[config.mk]
export PLATFORM = sky130hd
export DESIGN_NAME = compare_output_fsm
export DESIGN_NICKNAME = d
export VERILOG_FILES = /design/src/rtl/compare_output_fsm.sv
export SDC_FILE = /design/constraint.sdc
export NUM_CORES = 2
export LEC_CHECK = 0
export ABC_AREA = 1
export CAP_MARGIN = 20
export CORE_AREA = 2 2 393 395
export DETAILED_ROUTE_END_ITERATION = 12
export DIE_AREA = 0 0 395 397
export PLACE_DENSITY_LB_ADDON = 0.08
export SLEW_MARGIN = 20
export SYNTH_ARGS = -nofsm -noshare
export SYNTH_HDL_FRONTEND = slang
export SYNTH_SLANG_ARGS = --single-unit
[constraint.sdc]
create_clock -name clk_i -period 34.3 [get_ports clk_i]
set_input_delay 3.43 -clock clk_i [delete_from_list [all_inputs] [get_ports clk_i]]
set_output_delay 3.43 -clock clk_i [all_outputs]
set_load 0.05 [all_outputs]
[src/rtl/compare_output_fsm.sv]
// Output-compare pulse generator: per-channel delayed pulse,
// one-shot or periodic, with start/stop control and live counter.
module compare_output_fsm #(
  parameter int TIMER_BITWIDTH = 32,
  parameter int NB_CHANNELS    = 10
) (
  input  logic                                  clk_i,
  input  logic                                  rst_i,
  input  logic [NB_CHANNELS-1:0]                start_i,
  input  logic [NB_CHANNELS-1:0]                stop_i,
  input  logic [NB_CHANNELS-1:0]                periodic_i,
  input  logic [TIMER_BITWIDTH*NB_CHANNELS-1:0] delay_i,
  input  logic [TIMER_BITWIDTH*NB_CHANNELS-1:0] width_i,
  output logic [NB_CHANNELS-1:0]                out_o,
  output logic [NB_CHANNELS-1:0]                busy_o,
  output logic [NB_CHANNELS-1:0]                done_o,
  output logic [TIMER_BITWIDTH*NB_CHANNELS-1:0] counter_o
);

  localparam int W = TIMER_BITWIDTH;

  typedef enum logic [1:0] {
    ST_IDLE  = 2'd0,
    ST_DELAY = 2'd1,
    ST_PULSE = 2'd2
  } state_e;

  for (genvar g = 0; g < NB_CHANNELS; g++) begin : g_ch
    state_e         state_q, state_d;
    logic [W-1:0]   cnt_q, cnt_d;
    logic [W-1:0]   dly_q, dly_d;
    logic [W-1:0]   wid_q, wid_d;
    logic [W-1:0]   wlast;
    logic           per_q, per_d;
    logic           out_q, out_d;
    logic           done_q, done_d;

    // Last pulse count; a zero width still yields a one-cycle pulse.
    assign wlast = (wid_q == '0) ? '0 : wid_q - W'(1);

    // Channel state register with asynchronous clear.
    always_ff @(posedge clk_i or posedge rst_i) begin
      if (rst_i) begin
        state_q <= ST_IDLE;
        cnt_q   <= '0;
        dly_q   <= '0;
        wid_q   <= '0;
        per_q   <= 1'b0;
        out_q   <= 1'b0;
        done_q  <= 1'b0;
      end else begin
        state_q <= state_d;
        cnt_q   <= cnt_d;
        dly_q   <= dly_d;
        wid_q   <= wid_d;
        per_q   <= per_d;
        out_q   <= out_d;
        done_q  <= done_d;
      end
    end

    // Next state: stop beats start beats normal sequencing.
    always_comb begin
      state_d = state_q;
      cnt_d   = cnt_q;
      dly_d   = dly_q;
      wid_d   = wid_q;
      per_d   = per_q;
      out_d   = out_q;
      done_d  = 1'b0;
      if (stop_i[g]) begin
        state_d = ST_IDLE;
        cnt_d   = '0;
        out_d   = 1'b0;
      end else if (start_i[g]) begin
        dly_d   = delay_i[g*W +: W];
        wid_d   = width_i[g*W +: W];
        per_d   = periodic_i[g];
        cnt_d   = '0;
        out_d   = 1'b0;
        state_d = ST_DELAY;
      end else begin
        case (state_q)
          ST_IDLE: begin
            cnt_d = '0;
            out_d = 1'b0;
          end
          ST_DELAY: begin
            if (cnt_q == dly_q) begin
              out_d   = 1'b1;
              cnt_d   = '0;
              state_d = ST_PULSE;
            end else begin
              cnt_d = cnt_q + W'(1);
            end
          end
          ST_PULSE: begin
            if (cnt_q == wlast) begin
              out_d = 1'b0;
              cnt_d = '0;
              if (per_q) begin
                state_d = ST_DELAY;
              end else begin
                state_d = ST_IDLE;
                done_d  = 1'b1;
              end
            end else begin
              cnt_d = cnt_q + W'(1);
            end
          end
          default: begin
            state_d = ST_IDLE;
            cnt_d   = '0;
            out_d   = 1'b0;
          end
        endcase
      end
    end

    assign out_o[g]              = out_q;
    assign busy_o[g]             = (state_q == ST_DELAY) ||
                                   (state_q == ST_PULSE);
    assign done_o[g]             = done_q;
    assign counter_o[g*W +: W]   = cnt_q;
  end

endmodule

==> flow_summary.json <==
{
  "r2r-start": "g_ch[7].wid_q[0]$_DFFE_PP0P_",
  "final_nets": 10430,
  "hold_path.class": "reg2reg",
  "ys_ff_latch": 1010,
  "clock_latency_ns": 0.74,
  "cts_resized": 0,
  "grt_pass1_wl_um": 390000,
  "dp_hpwl_um": 214000,
  "hold_buffers": 0,
  "critPathCaptureType": "asynchronous set/reset pin",
  "drcViolationCount": 0,
  "crit_fanout": 101,
  "ant_nets": 0,
  "cts_sinks": 1010,
  "ir_drop_mv": 0.04074,
  "synthToLayoutAreaGrowth_pct": 24.77,
  "cts.clk_slew.worst_paths_ns": 0.06,
  "drt_iter0_drc": 4906,
  "fp.dieArea_sq_um": 156800,
  "clockRootBuffer": "clkbuf_16",
  "period_minus_slack_ns": 6.787,
  "holdPathStages": 2,
  "leakagePower_uw": 0.03365,
  "synth.area.top_cells": "dfrtp_1, nand2_1, nor2_1",
  "achievable-frequency_mhz": 147.4,
  "start_kind": "primary input",
  "status": "completed",
  "fin_util_pct": 52.47,
  "synthCells": 8768,
  "grt_overflow": 0,
  "syn_area_sq_um": 64320,
  "synth_warnings": 0,
  "pin_count": 1022,
  "grtUsageTotal_pct": 32.87,
  "grt_max_degree": 158,
  "die_h_um": 397,
  "avgSynthCellArea_sq_um": 7.336,
  "drv_cap": 0,
  "worstHoldStart": "g_ch[5].state_q[0]$_DFFE_PP0P_",
  "wl_per_cell_um": 22.22,
  "hold_ws_ns": 0.5079,
  "finClkSkew_ns": 0.02598,
  "antenna_found_initial": 83,
  "reg2regPathDepth": 17,
  "setup_viol": 0,
  "htreeDepth": 3,
  "worst_pin_slew_ns": 1.136,
  "cp_common_cell": "buf_4",
  "min_delay_worst_endpoint": "g_ch[5].state_q[0]$_DFFE_PP0P_",
  "initial_core_util_pct": 42.05,
  "ys_seq_area_share_pct": 39.29,
  "synth_top_cell_by_area": "dfrtp_1",
  "hold_violations": 0,
  "worstPathArrival_ns": 7.60,
  "crit_type": "in2async",
  "cts_tree": "done",
  "clockBufferDepth": 3,
  "rr_endpoint": "g_ch[7].cnt_q[6]$_DFF_PP0_",
  "grt_pass1_vias": 61360,
  "finalCritPeriodShare_pct": 19.79,
  "rows": 144,
  "required_ns": 35.12,
  "port_buffers": 1021,
  "tns_ns": 0,
  "slowest_delay_ns": 0.82,
  "crit_chain": "clkdlybuf4s50_1 > inv_8 > buf_4 > buf_4 > buf_4 > buf_4",
  "viasPerCell": 5.341,
  "synth.distinct_cells": 50,
  "coreArea_sq_um": 153000,
  "fp.dieW_um": 395,
  "gp_congestion": 0.9953,
  "routed_wl_um": 264300,
  "vias": 63540,
  "cts_buffers": 117,
  "drive_gt1_share_pct": 7.338,
  "slew_viol_final": 0,
  "slowest_stage": "buf_4",
  "synth_nets": 9495,
  "synth_top_area_share_pct": 39.29,
  "power_density_nw_per_um2": 41.31,
  "cts_setup_buffers": 0,
  "firstDrtPassIters": 6,
  "relSlewSlack_pct": 23.55,
  "r2r_slack_ns": 30.22,
  "rsz0062_at_grt": "false"
}
critical path, delay by kind of cell:
kind / cells / cell delay, ns
buffers and inverters: 6 / 3.97
sequential cells by signal, indices dropped and copies added (netlist names):
register	flops
g_ch.state_q	20
g_ch.per_q	10
g_ch.cnt_q	320
g_ch.dly_q	320
g_ch.wid_q	320
g_ch.done_q	10
g_ch.out_q	10
synth_stat cells (all sizes together):
master   count
nand2     2078
nor2      1622
dfrtp     1010
inv        954
nand3      568
nand4      422
mux2       342
a21oi      322
xor2       260
xnor2      251
o21ai      227
nor3       179
clkbuf     118
buf        116
nor4        88
ha          55
o21bai      39
o2111ai     32
or2         29
nand3b      18
o221ai      12
nor3b        7
o211ai       4
o31ai        4
and3         3
nor4b        2
o22ai        2
a31oi        1
and2         1
clkinv       1
o32ai        1
cell type report:
type	instances	area, sq um
fillers	15040	72710
multi-input cells	6569	34240
flip-flops and latches	1010	25270
repair buffers	1051	10460
inverters	955	3595
clock buffers	156	3327
well taps	2044	2557
clock inverters	57	670.6
diodes	54	135.1
how the worst max path moves through the flow:
stage               startpoint                             to  cells after the start
floorplan                rst_i     g_ch[0].cnt_q[0]$_DFF_PP0_                      1
global placement         rst_i  g_ch[0].wid_q[21]$_DFFE_PP0P_                      6
detailed placement       rst_i  g_ch[5].wid_q[26]$_DFFE_PP0P_                      6
CTS                      rst_i    g_ch[5].cnt_q[20]$_DFF_PP0_                      6
global route             rst_i    g_ch[5].cnt_q[20]$_DFF_PP0_                      6
finish                   rst_i  g_ch[5].wid_q[27]$_DFFE_PP0P_                      6
placed cells by master, fill, tap and decap left out, types with 4 or more instances in the layout:
| cell | synthesis | routed |
|---|---|---|
| nand2_1 | 2052 | 2045 |
| nor2_1 | 1554 | 1554 |
| clkdlybuf4s50_1 | 0 | 1021 |
| dfrtp_1 | 1010 | 1010 |
| inv_1 | 943 | 942 |
| nand3_1 | 566 | 566 |
| nand4_1 | 421 | 421 |
| mux2_2 | 342 | 342 |
| a21oi_1 | 322 | 322 |
| xor2_1 | 260 | 260 |
| xnor2_1 | 251 | 251 |
| o21ai_0 | 224 | 224 |
| nor3_1 | 173 | 173 |
| clkbuf_16 | 0 | 119 |
| nor4_1 | 88 | 88 |
| ha_1 | 55 | 55 |
| diode_2 | 0 | 54 |
| nor2_2 | 51 | 51 |
| o21bai_1 | 39 | 39 |
| o2111ai_1 | 32 | 32 |
| buf_4 | 27 | 29 |
| or2_2 | 27 | 25 |
| clkinv_2 | 0 | 24 |
| clkbuf_8 | 0 | 21 |
| nand2_2 | 20 | 20 |
| nand3b_1 | 18 | 18 |
| clkbuf_1 | 115 | 16 |
| nor2_4 | 15 | 15 |
| nand2_4 | 6 | 13 |
| bufinv_16 | 0 | 13 |
| o221ai_1 | 12 | 12 |
| clkinvlp_4 | 0 | 12 |
| inv_2 | 10 | 10 |
| nor3b_1 | 7 | 7 |
| clkinv_4 | 0 | 7 |
| nor3_2 | 6 | 6 |
| o211ai_1 | 4 | 4 |
| o31ai_1 | 4 | 4 |
routing by layer:
layer,global-route usage (%),up-vias,share of wire (%)
met5,0,-,0.11
met4,14.46,50,4.7
met3,6.934,476,7.4
met2,53.60,2214,47
met1,42.03,30400,41
li1,-,30400,-
through the flow:
step                setup WS [ns]  area, sq um  std cells  total power, uW
floorplan                   2.450        64320       8768             1775
detailed placement          26.54        76120      11630             2006
finish                      27.51        80260      11900             3315
CTS                         27.33        80120      11840             3338
global placement            26.58        76120      11630             1997
global route                26.91        80240      11890             3467
report_power, final:
| group | total [uW] | leakage [uW] | internal [uW] | switching (uW) |
|---|---|---|---|---|
| Combinational | 584 | 0.0193 | 260 | 324 |
| Sequential | 1410 | 0.0124 | 1300 | 107 |
| Clock | 1330 | 0.00195 | 775 | 550 |
kinds of logic after synthesis:
logic type                 count (synthesis)  synth area share (%)
AOI/OAI and AO/OA                        644                 5.462
adders and majority gates                 55                 1.070
muxes                                    342                 5.987
buffers and inverters                   1189                 7.569
xor gates and xnor gates                 511                 6.958
and+or+nand+nor                         5017                 33.66
DFF                                     1010                 39.29
No activity file was read; power rests on OpenSTA's default activity.
